File: src/rtl/pipe_ctl_defs.sv
// Stage-control encodings and FSM state type
// shared by the hazard unit and pipeline regs.
package pipe_ctl_defs;

  localparam logic [1:0] CTL_ADV   = 2'd0;
  localparam logic [1:0] CTL_HOLD  = 2'd1;
  localparam logic [1:0] CTL_FLUSH = 2'd2;

  typedef enum logic {
    ST_RUN = 1'b0,
    ST_MDU = 1'b1
  } state_t;

  typedef struct packed {
    logic [1:0] pc;
    logic [1:0] ifid;
    logic [1:0] idexe;
  } stage_ctl_t;

  function automatic stage_ctl_t mk_ctl(
    input logic [1:0] pc,
    input logic [1:0] ifid,
    input logic [1:0] idexe
  );
    stage_ctl_t c;
    c.pc    = pc;
    c.ifid  = ifid;
    c.idexe = idexe;
    return c;
  endfunction

endpackage

File: src/rtl/hazard_detect.sv
// Load-use detector: a load in EXE whose dest
// is read by the ID instruction (r0 exempt).
module hazard_detect (
  input  logic [4:0] id_rs,
  input  logic [4:0] id_rt,
  input  logic       id_use_rs,
  input  logic       id_use_rt,
  input  logic [4:0] ex_rd,
  input  logic       ex_mem_read,
  output logic       load_use
);

  logic rs_hit;
  logic rt_hit;

  // Register-match terms combined with the load flag
  always_comb begin
    rs_hit   = id_use_rs && (id_rs == ex_rd);
    rt_hit   = id_use_rt && (id_rt == ex_rd);
    load_use = ex_mem_read && (ex_rd != 5'd0)
             && (rs_hit || rt_hit);
  end

endmodule

File: src/rtl/hazard_ctl.sv
// Hazard/control unit: load-use bubble, branch
// flush, mult/div occupancy and stall counter.
module hazard_ctl
  import pipe_ctl_defs::*;
#(
  parameter int MDU_CYCLES = 32,
  parameter int CNT_W      = 8
) (
  input  logic        clk,
  input  logic        Reset,
  input  logic [4:0]  id_rs,
  input  logic [4:0]  id_rt,
  input  logic        id_use_rs,
  input  logic        id_use_rt,
  input  logic        id_mdu,
  input  logic [4:0]  ex_rd,
  input  logic        ex_mem_read,
  input  logic        ex_br_taken,
  output logic [1:0]  pc_ctl,
  output logic [1:0]  ifid_ctl,
  output logic [1:0]  idexe_ctl,
  output logic        mdu_busy,
  output logic [31:0] stall_cnt
);

  localparam logic [CNT_W-1:0] CNT_LOAD =
    CNT_W'(MDU_CYCLES - 1);

  state_t           state_q;
  state_t           state_d;
  logic [CNT_W-1:0] cnt_q;
  logic [CNT_W-1:0] cnt_d;
  logic             load_use;
  stage_ctl_t       ctl;

  hazard_detect u_detect (
    .id_rs       (id_rs),
    .id_rt       (id_rt),
    .id_use_rs   (id_use_rs),
    .id_use_rt   (id_use_rt),
    .ex_rd       (ex_rd),
    .ex_mem_read (ex_mem_read),
    .load_use    (load_use)
  );

  // State and occupancy counter registers
  always_ff @(posedge clk or negedge Reset) begin
    if (!Reset) begin
      state_q <= ST_RUN;
      cnt_q   <= '0;
    end else begin
      state_q <= state_d;
      cnt_q   <= cnt_d;
    end
  end

  // Next state: branch and load-use outrank a
  // mult/div issue since they squash or hold it
  always_comb begin
    state_d = state_q;
    cnt_d   = cnt_q;
    unique case (state_q)
      ST_RUN: begin
        if (!ex_br_taken && !load_use && id_mdu) begin
          state_d = ST_MDU;
          cnt_d   = CNT_LOAD;
        end
      end
      ST_MDU: begin
        if (cnt_q != '0) begin
          cnt_d = cnt_q - 1'b1;
        end else begin
          state_d = ST_RUN;
        end
      end
      default: begin
        state_d = ST_RUN;
        cnt_d   = '0;
      end
    endcase
  end

  // Stage controls; reset overrides everything
  always_comb begin
    ctl      = mk_ctl(CTL_ADV, CTL_ADV, CTL_ADV);
    mdu_busy = 1'b0;
    if (!Reset) begin
      ctl = mk_ctl(CTL_HOLD, CTL_FLUSH, CTL_FLUSH);
    end else if (state_q == ST_MDU) begin
      ctl      = mk_ctl(CTL_HOLD, CTL_HOLD, CTL_HOLD);
      mdu_busy = 1'b1;
    end else if (ex_br_taken) begin
      ctl = mk_ctl(CTL_ADV, CTL_FLUSH, CTL_FLUSH);
    end else if (load_use) begin
      ctl = mk_ctl(CTL_HOLD, CTL_HOLD, CTL_FLUSH);
    end
    pc_ctl    = ctl.pc;
    ifid_ctl  = ctl.ifid;
    idexe_ctl = ctl.idexe;
  end

  // Debug count of PC-hold cycles, wraps at 2^32
  always_ff @(posedge clk or negedge Reset) begin
    if (!Reset) begin
      stall_cnt <= '0;
    end else if (pc_ctl == CTL_HOLD) begin
      stall_cnt <= stall_cnt + 32'd1;
    end
  end

endmodule

File: config.mk
export PLATFORM = sky130hd
export DESIGN_NAME = hazard_ctl
export DESIGN_NICKNAME = d
export VERILOG_FILES = /design/src/rtl/pipe_ctl_defs.sv /design/src/rtl/hazard_detect.sv /design/src/rtl/hazard_ctl.sv
export SDC_FILE = /design/constraint.sdc
export NUM_CORES = 1
export LEC_CHECK = 0
export ABC_CLOCK_PERIOD_IN_PS = 2900
export CORE_UTILIZATION = 51
export CTS_BUF_LIST = sky130_fd_sc_hd__clkbuf_8 sky130_fd_sc_hd__clkbuf_16
export DETAILED_ROUTE_END_ITERATION = 8
export GPL_TIMING_DRIVEN = 0
export PLACE_DENSITY = 0.84
export REMOVE_ABC_BUFFERS = 1
export SLEW_MARGIN = 20
export SYNTH_ARGS = -nofsm -noshare
export SYNTH_HDL_FRONTEND = slang
export SYNTH_HIERARCHICAL = 1
export SYNTH_SLANG_ARGS = --single-unit
export TNS_END_PERCENT = 10
File: constraint.sdc
create_clock -name clk -period 2.9 [get_ports clk]
set_input_delay 0.58 -clock clk [delete_from_list [all_inputs] [get_ports clk]]
set_output_delay 0.58 -clock clk [all_outputs]
set_load 0.05 [all_outputs]
==> results.ini, run 1 <==
[status]
run_status = finished clean

[route]
dr.pass1.iters = 4
wl_mm = 4.74
post-route-drc-count = 0
wire_per_inst_um = 14.9
post_drt_via_cell_ratio = 5.47
ant_nets = 0
vias = 1738
drt_iter0_markers = 67

[timing]
min_period_ns = 2.77
fin_ws_ns = 0.125
fmaxAchievable_mhz = 360
fin_hold_ws_ns = 0.186
fin_setup_tns_ns = 0
period_share_pct = 95.7
hold_viol = 0
finClkSkew_ns = 0.00416
slew_headroom_pct = 62.3
setup_viol = 0
tightest_slew_ns = 0.561
slew_violations = 0

[global_routing]
grt_pass1_wl_mm = 7.47
grt_usage_pct = 22.1
antenna_found_initial = 0
grt_pass1_vias = 1585
grt_overflow_total = 0
grt_max_degree = 33

[synthesis]
synth_area_mm2 = 0.00217
syn_avg_cell_area_um2 = 10.8
synth-seq-area-share_pct = 47.2
synth.distinct_cells = 41
synth_seq_cells = 41
yosysWarnings = 6
synth-edff-count = 0
syn_inst = 202
ys.flop_type = dfrtp_1
async_flop_share_pct = 100

[pwr]
power_density_mw_per_mm2 = 703
power_mw = 2.09
power.leakage_nw = 1.33
vdd_drop_max_mv = 0.736

[layout]
final_cell_count_no_fill = 318
fillers = 307
fin_util_pct = 73.1
drive_above_1_share_pct = 12.7
layout.nets = 292
num_antenna_cells = 0
multi_input_area_mm2 = 0.00112
area_delta_synth_final_pct = 36.4
fin_area_mm2 = 0.00297
regArea_mm2 = 0.00103

[clock_tree]
cts_buffers = 5
cts_max_path_buffers = 2
insertion_delay_ns = 0.29
cts-htree-levels = 2
cts_sinks = 41
cts_root_buffer = clkbuf_8
cts_tree = yes
clk_pin_slew_ns = 0.08

[setup_path]
cp-start-kind = input port
crit_path_end = ifid_ctl[0]
path_max_fanout = 3
critical_path_class = input port to primary output
cp-startpoint = ex_rd[1]
critPathRequiredTime_ns = 2.32
r2r-start = state_q
rr_endpoint = stall_cnt[31]
cp-end-kind = primary output
reg2reg_slack_ns = 1.06
cp.arrival_ns = 2.19
ff2ff_path_depth = 5

[placement]
dp_hpwl_mm = 3.50
place.port_buffers = 59
place_inst = 309
placed_cell_area_mm2 = 0.00282
place.gp.congestion = 0.778
pre_cts_slack_ns = -0.881

[job]
max_cap_viol_count = 0

[floorplanning]
die_w_um = 67.3
start_util_pct = 53.6
dieArea_mm2 = 0.00453
num_rows = 23
fp.dieH_um = 67.3
pin_count = 61
core_area_mm2 = 0.00406

[worst_hold_path]
hp-class = input port to asynchronous set/reset pin

-- Yosys cell counts, types with 3 or more instances --
| master | count | area [um^2] |
|---|---|---|
| inv_1 | 4 | 15.0 |
| o21ai_0 | 4 | 20.0 |
| and3_1 | 7 | 43.8 |
| nand2_1 | 18 | 67.6 |
| nor3_2 | 3 | 30.0 |
| ha_1 | 3 | 37.5 |
| xnor2_1 | 26 | 228 |
| nand3_1 | 17 | 85.1 |
| dfrtp_1 | 41 | 1030 |
| and4_1 | 3 | 26.3 |
| xor2_1 | 20 | 175 |
| nand4_1 | 8 | 50.1 |
| nor4_2 | 3 | 37.5 |
| nor2_1 | 12 | 45.0 |
-- worst min path at each step --
stage | end | slack [ns] | startpoint
floorplan | cnt_q[0] | 0.28 | Reset
global placement | stall_cnt[31] | 0.46 | stall_cnt[31]
detailed placement | stall_cnt[31] | 0.46 | stall_cnt[31]
CTS | stall_cnt[27] | 0.20 | Reset
global route | stall_cnt[19] | 0.20 | Reset
finish | stall_cnt[27] | 0.19 | Reset
-- placed cells by master (no fill, tap or decap), drive strengths merged, types with 3 or more instances in the layout --
cell type	instances
clkdlybuf4s50	43
dfrtp	41
xnor2	26
xor2	20
nand2	19
nand3	17
nor2	12
nand4	8
and3	8
clkbuf	7
dlymetal6s2s	6
nor4	6
buf	6
inv	5
o21ai	5
nor3	4
and4	3
ha	3
dlygate4sd2	3
or4	3
-- layout make-up --
class | instances | share of cell area (%)
Clock buffer | 6 | 2.78
Clock inverter | 2 | 1.14
Inverter | 4 | 0.506
Multi-Input combinational cell | 154 | 37.9
Sequential cell | 41 | 34.6
Tap cell | 50 | 2.11
Timing Repair Buffer | 61 | 20.9
-- power breakdown --
part           total (mW)  switching [mW]  internal [mW]
combinational       0.779           0.465          0.314
clock               0.471           0.194          0.277
sequential          0.835           0.151          0.684
total                2.09           0.810           1.28
-- layer usage --
| layer | global-route usage, % | share of wire [%] | up-vias |
|---|---|---|---|
| met5 | 0 | 0 | - |
| met4 | 9.04 | 1.8 | 0 |
| met2 | 36.3 | 49 | 44 |
| met1 | 28.7 | 46 | 849 |
| met3 | 3.72 | 2.7 | 12 |
| li1 | - | - | 833 |
-- worst max-delay path, stage by stage --
cell and delay, ns:
dlygate4sd2_1 0.28, xor2_1 0.19, nor4_2 0.26, nand3_1 0.12
a21oi_2 0.21, and2b_4 0.20, nor2_2 0.05, nor2b_1 0.14
buf_6 0.18
-- timing repair --
action | 4_1_cts | 5_1_grt
hold buffers | 0 | 0
endpoints found under the setup margin | 8 | 6
setup buffers | 1 | 0
endpoints found under the hold margin | 0 | 0
resized for setup | 31 | 10
pin swaps | 4 | 5
-- sequential cells by signal, indices dropped and copies added (netlist names) --
signal and flops:
cnt_q 8, stall_cnt 32, state_q 1
-- cells by family after synthesis --
logic type                 count (synthesis)  synth area share, %
and+or+nand+nor                           90                 25.4
xor gates and xnor gates                  46                 18.5
DFF                                       41                 47.2
AOI/OAI and AO/OA                         13                 4.78
buffers and inverters                      7                 1.61
adders and majority gates                  3                 1.73
other                                      1                0.173
muxes                                      1                0.518
No activity file was read; power rests on OpenSTA's default activity.
==> run 2: changes to the inputs <==
- ABC_CLOCK_PERIOD_IN_PS: 2900 -> 3600
- clock period: 2.9 -> 3.6 ns (I/O delays scaled with it)
==> run 2 against run 1 <==
Net effect: core utilization fell by 0.80 points; highest routed layer unchanged; via count rose by 0.52%; sequential share of layout area rose by 0.38 points; final cell count fell by 0.31%; first-iteration DRC count fell by 3.0%; sequential cell count did not move; clock-buffer cell count did not move; global-route usage fell by 0.072 points; combinational power fell by 20%; clock power fell by 20%; wire length fell by 2.4%; sequential power fell by 20%.
==> results.ini, run 2 (synthesis results as in run 1) <==
[layout]
multi_input_area_mm2 = 0.00112  ; -0.78%
regArea_mm2 = 0.00103  ; unchanged
largest-register = stall_cnt
num_antenna_cells = 0  ; unchanged
fin_area_mm2 = 0.00293  ; -1.1%
largestRegisters = stall_cnt (32), cnt_q (8), state_q (1)
layout_commonest_cell = clkdlybuf4s50_1
final_cell_count_no_fill = 317  ; -0.31%
drive_above_1_share_pct = 10.5  ; -2.2 points
layout_common_cells = clkdlybuf4s50_1, dfrtp_1, xnor2_1
area_delta_synth_final_pct = 34.9
largest_reg_flops = 32  ; unchanged
fillers = 313  ; +2.0%
layout.nets = 291  ; -0.34%

[route]
vias = 1747  ; +0.52%
ant_nets = 0  ; unchanged
drt_iter0_markers = 65  ; -3.0%
dr.pass1.iters = 4  ; unchanged
post_drt_via_cell_ratio = 5.51  ; +0.83%
post-route-drc-count = 0  ; unchanged
wl_mm = 4.63  ; -2.4%
wire_per_inst_um = 14.6  ; -2.1%

[floorplanning]
pin_count = 61  ; unchanged
num_rows = 23  ; unchanged
fp.dieH_um = 67.3  ; unchanged
dieArea_mm2 = 0.00453  ; unchanged
start_util_pct = 53.6  ; unchanged
die_w_um = 67.3  ; unchanged
core_area_mm2 = 0.00406  ; unchanged

[worst_hold_path]
hp-class = input port to asynchronous set/reset pin

[global_routing]
grt_usage_pct = 22.0  ; -0.072 points
grtUsageMet1_pct = 28.5  ; -0.21 points
met3_usage_pct = 4.05  ; +0.34 points
grt_overflow_total = 0  ; unchanged
grt_max_degree = 33  ; unchanged
grt_pass1_vias = 1595  ; +0.63%
grt_pass1_wl_mm = 7.44  ; -0.46%
busiest_layer = met2
gr-usage-met2_pct = 35.6  ; -0.62 points
antenna_found_initial = 0  ; unchanged

[clock_tree]
cts-htree-levels = 2  ; unchanged
cts_sinks = 41  ; unchanged
cts_tree = yes
cts_max_path_buffers = 2  ; unchanged
ctsHoldBuffers = 0  ; unchanged
cts_buffers = 5  ; unchanged
cts_root_buffer = clkbuf_8
clk_pin_slew_ns = 0.08  ; about the same
insertion_delay_ns = 0.29  ; about the same

[placement]
placed_cell_area_mm2 = 0.00282  ; unchanged
place.gp.congestion = 0.778  ; unchanged
place_inst = 309  ; unchanged
place.port_buffers = 59  ; unchanged
dp_hpwl_mm = 3.50  ; unchanged

[setup_path]
cp-end-kind = primary output
critPathRequiredTime_ns = 2.88  ; +0.56 ns
path_buf_inv = 2  ; unchanged
cp-start-kind = input port
critical_path_class = input port to primary output
cp.arrival_ns = 2.76  ; +0.57 ns
reg2reg_slack_ns = 1.78  ; +0.72 ns
cp_slowest_cell = dlygate4sd1_1
path_max_fanout = 3  ; unchanged
path_cells = clkdlybuf4s50_1, xor2_1, nor4_2, nand3_1, a21oi_2, nor2_1, o21ai_0, dlygate4sd1_1
cpPeakStageDelay_ns = 0.54  ; +0.26 ns
path_delay_family = buffers and inverters

[pwr]
power_density_mw_per_mm2 = 570  ; -19%
power.leakage_nw = 1.26  ; -5.2%
power_mw = 1.67  ; -20%
vdd_drop_max_mv = 0.589  ; -20%

[timing]
slew_violations = 0  ; unchanged
fin_setup_tns_ns = 0  ; unchanged
slew_headroom_pct = 62.1  ; -0.19 points
tightest_slew_ns = 0.564  ; +0.00285 ns
hold_viol = 0  ; unchanged
fmaxAchievable_mhz = 287
setup_viol = 0  ; unchanged
period_share_pct = 96.6
finClkSkew_ns = 0.00318  ; -0.000984 ns
min_period_ns = 3.48
rsz0062_at_grt = false
fin_hold_ws_ns = 0.328  ; +0.141 ns

[status]
run_status = finished clean

[job]
max_cap_viol_count = 0  ; unchanged

-- run 2: cell types whose count changed in the layout (fill, tap and decap cells not counted), moves of 2 or more --
cell and change:
clkdlybuf4s50_1 +12, dlymetal6s2s_1 -6, clkdlybuf4s15_1 -2, dlygate4sd2_1 -3
-- run 2: worst paths after layout --
path,depth (start not counted),start,to
max in group asynchronous,2,Reset,stall_cnt[3]
setup / recovery,8,ex_rd[0],idexe_ctl[1]
hold / removal,1,Reset,stall_cnt[27]
min in group clk,1,stall_cnt[31],stall_cnt[31]
setup reg to reg,5,state_q,stall_cnt[31]
hold reg to reg,1,stall_cnt[31],stall_cnt[31]
-- run 2: report_power, final --
part / switching [mW] / internal (mW) / total [mW]
combinational: 0.371 / 0.249 / 0.621
clock: 0.155 / 0.223 / 0.379
sequential: 0.121 / 0.551 / 0.672
-- run 2: per-stage QoR --
stage / util (%) / worst slack (ns)
2_1_floorplan: - / 0.291
3_3_place_gp: 69.2 / -1.03
3_5_place_dp: 69.5 / -0.461
4_1_cts: 72.4 / -0.0361
5_1_grt: 72.3 / 0.00223
6_report: 72.3 / 0.122
-- run 2: layout make-up --
type	count	area share (%)
clock buffer	6	2.82
tap	50	2.13
timing repair buffer	60	20.3
inverter	4	0.512
multi-input combinational	154	38.1
clock inverter	2	1.15
sequential	41	35.0
-- run 2: metal layers --
layer | vias up | routed length [um] | share of wire [%]
li1 | 832 | - | -
met2 | 47 | 2250 | 49
met1 | 856 | 2140 | 46
met5 | - | 0 | 0
met4 | 0 | 86 | 1.9
met3 | 12 | 147 | 3.2
-- run 2: worst reg2reg max path, stage by stage (launching register included) --
cell and delay [ns]:
dfrtp_1 0.49, nand2b_1 0.19, o2111ai_2 0.26, nor4_4 0.47
nand4_1 0.16, xnor2_1 0.14
-- run 2: what timing repair did --
item / 4_1_cts / 5_1_grt
endpoints found under the setup margin: 3 / 3
resized for setup: 7 / 8
setup buffers: 0 / 0
pin swaps: 0 / 0
==> run 3: changes to the inputs <==
- CTS_BUF_LIST: sky130_fd_sc_hd__clkbuf_8 sky130_fd_sc_hd__clkbuf_16 -> unset
- SYNTH_HIERARCHICAL: 1 -> unset
==> run 3 against run 2 <==
Net effect: core utilization rose by 0.56 points; setup slack improved by 0.018 ns; maximum frequency rose by 0.51%; cell area rose by 0.77%; critical endpoint is now pc_ctl[0]; largest cell class unchanged.
==> results.ini, run 3 <==
[synthesis]
yosysWarnings = 0  ; -6
yosys-top-cells-area = dfrtp_1, xnor2_1, xor2_1, nand3_1, nor2_1
synth-seq-area-share_pct = 46.9  ; -0.32 points
syn_inst = 216  ; +6.9%
ys.flop_type = dfrtp_1
synthTopCellsByCount = dfrtp_1, xnor2_1, xor2_1
synth-edff-count = 0  ; unchanged
synth_area_mm2 = 0.00219  ; +0.69%
syn_avg_cell_area_um2 = 10.1  ; -5.8%
synth_most_common_cell = dfrtp_1
synth.distinct_cells = 36  ; -12%
synth_seq_cells = 41  ; unchanged
synth_top_area_share_pct = 46.9  ; -0.32 points
async_flop_share_pct = 100  ; unchanged
yosys.area.top_type = dfrtp_1

[timing]
hold_viol = 0  ; unchanged
fmaxAchievable_mhz = 289  ; +0.51%
fin_setup_tns_ns = 0  ; unchanged
rsz0062_at_grt = false
period_share_pct = 96.1  ; -0.49 points
tightest_slew_ns = 0.520  ; -0.0440 ns
min_period_ns = 3.46  ; -0.0177 ns
setup_viol = 0  ; unchanged
finClkSkew_ns = 0.0100  ; +0.00682 ns
fin_hold_ws_ns = 0.299  ; -0.0285 ns
slew_headroom_pct = 65.2  ; +3.1 points
slew_violations = 0  ; unchanged

[setup_path]
cp.arrival_ns = 2.74  ; -0.02 ns
path_buf_inv = 3  ; +1
path_cells = clkdlybuf4s50_1, or4_1, o21a_1, a311oi_4, inv_1, dlygate4sd2_1
cpPeakStageDelay_ns = 0.56  ; +0.02 ns
cp_slowest_cell = or4_1
cp-end-kind = primary output
cp-start-kind = input port
critical_path_class = input port to primary output
critPathRequiredTime_ns = 2.88  ; about the same
path_delay_family = buffers and inverters
path_max_fanout = 3  ; unchanged

[global_routing]
grt_pass1_wl_mm = 7.67  ; +3.1%
grt_pass1_vias = 1684  ; +5.6%
grt_usage_pct = 22.9  ; +0.90 points
antenna_found_initial = 0  ; unchanged
grt_max_degree = 31  ; -6.1%
grt_overflow_total = 0  ; unchanged

[layout]
largest_reg_flops = 32  ; unchanged
final_cell_count_no_fill = 328  ; +3.5%
layout_common_cells = clkdlybuf4s50_1, dfrtp_1, xnor2_1
layout_commonest_cell = clkdlybuf4s50_1
largestRegisters = stall_cnt (32), cnt_q (8), state_q (1)
largest-register = stall_cnt
area_delta_synth_final_pct = 35.0  ; about the same
fillers = 305  ; -2.6%
num_antenna_cells = 0  ; unchanged
drive_above_1_share_pct = 6.47  ; -4.0 points
layout.nets = 302  ; +3.8%

[worst_hold_path]
hp-class = input port to asynchronous set/reset pin

[floorplanning]
start_util_pct = 53.9  ; +0.37 points
core_area_mm2 = 0.00406  ; unchanged
num_rows = 23  ; unchanged
die_w_um = 67.5  ; +0.33%
fp.dieH_um = 67.5  ; +0.33%
dieArea_mm2 = 0.00456  ; +0.67%
pin_count = 61  ; unchanged

[pwr]
p_comb_share_pct = 41.9  ; +4.8 points
clkPwrFrac_pct = 22.3  ; -0.3 points
p_sw_uw = 839  ; +29%
power.leakage_nw = 1.23  ; -2.0%
vdd_drop_max_mv = 0.406  ; -31%
power_density_mw_per_mm2 = 681  ; +19%
swShare_pct = 41.7  ; +2.9 points
internal-power_mw = 1.17  ; +15%
seqPwrFrac_pct = 35.9  ; -4.3 points

[route]
wl_mm = 4.60  ; -0.76%
vias = 1760  ; +0.74%
wire_per_inst_um = 14.0  ; -4.1%
post-route-drc-count = 0  ; unchanged
ant_nets = 0  ; unchanged
drt_iter0_markers = 123  ; +89%
post_drt_via_cell_ratio = 5.37  ; -2.6%
dr.pass1.iters = 4  ; unchanged

[status]
run_status = finished clean

[job]
max_cap_viol_count = 0  ; unchanged

[clock_tree]
ctsHoldBuffers = 0  ; unchanged
cts_tree = yes
cts_max_path_buffers = 2  ; unchanged
cts_root_buffer = clkbuf_8
cts_buffers = 5  ; unchanged
cts_sinks = 41  ; unchanged
insertion_delay_ns = 0.30  ; about the same
clk_pin_slew_ns = 0.09  ; about the same
cts-htree-levels = 2  ; unchanged

[placement]
place.port_buffers = 59  ; unchanged
place.gp.congestion = 0.796  ; +2.4%
place_inst = 319  ; +3.2%
dp_hpwl_mm = 3.46  ; -1.2%

==> run 3: cell types whose count changed after synthesis, sizes merged, moves of 3 or more <==
cell	change
a21oi	+3
inv	+6
buf	+3
nand2	-6
nand3	-5
clkbuf	+3
nor3	+7
nor2	+4
xnor2	-3
==> run 3: worst reg2reg max path, delay by kind of cell (launching register included) <==
family / cells / cell delay, ns
AO/OA/AOI/OAI: 1 / 0.35
XOR/XNOR: 1 / 0.15
adder cells (fa/ha/maj): 1 / 0.14
buffers and inverters: 1 / 0.09
flip-flops: 1 / 0.40
AND/OR/NAND/NOR: 4 / 0.81
==> run 3: logic make-up after synthesis <==
family / count (synthesis) / synth area share, %
AOI/OAI and AO/OA: 15 / 5.03
xor gates and xnor gates: 45 / 18.0
adders and majority gates: 3 / 1.72
buffers and inverters: 19 / 4.69
DFF: 41 / 46.9
muxes: 1 / 0.515
other: 1 / 0.171
and+or+nand+nor: 91 / 23.0
==> run 3: worst paths after layout <==
kind | start | end | slack, ns | depth (start not counted)
worst max-delay path | ex_rd[1] | pc_ctl[0] | 0.14 | 6
worst max register to register | cnt_q[0] | cnt_q[7] | 1.54 | 8
worst min register to register | stall_cnt[24] | stall_cnt[24] | 0.49 | 1
min in group clk | stall_cnt[24] | stall_cnt[24] | 0.49 | 1
max in group asynchronous | Reset | stall_cnt[18] | 2.84 | 2
worst min-delay path | Reset | stall_cnt[26] | 0.30 | 1
==> run 3: power groups by stage <==
stage	clock network, mW	registers (mW)	logic (mW)
finish	0.448	0.722	0.843
CTS	0.456	0.722	0.849
global route	0.476	0.743	0.902
global placement	0	0.724	0.813
detailed placement	0	0.730	0.850
floorplan	0	0.928	0.341
==> run 3: routing by layer <==
| layer | GRT usage [%] | part of all wire, % |
|---|---|---|
| met3 | 5.24 | 3.4 |
| met2 | 41.1 | 52 |
| met1 | 26.0 | 43 |
| met5 | 0 | 0 |
| met4 | 8.78 | 1.7 |
==> run 3: area by class of cell <==
class,count,area (um^2),area share [%]
multi-input combinational,156,1060,35.9
tap,50,62.6,2.12
clock buffer,5,68.8,2.33
inverter,10,37.5,1.27
timing repair buffer,63,632,21.4
clock inverter,3,68.8,2.33
sequential,41,1030,34.7
==> run 3: through the flow <==
| stage | power, mW | cell area (um^2) | worst slack [ns] | utilization [%] |
|---|---|---|---|---|
| global route | 2.12 | 2960 | 0.0428 | 72.8 |
| finish | 2.01 | 2960 | 0.139 | 72.8 |
| detailed placement | 1.58 | 2810 | -0.480 | 69.3 |
| CTS | 2.03 | 2960 | 0.128 | 72.8 |
| global placement | 1.54 | 2780 | -1.90 | 68.4 |
| floorplan | 1.27 | 2120 | 0.168 | - |
==> run 3: repair_timing <==
item,in CTS,in global routing
setup buffers,1,0
gates resized for setup,3,0
setup endpoints to repair,3,0
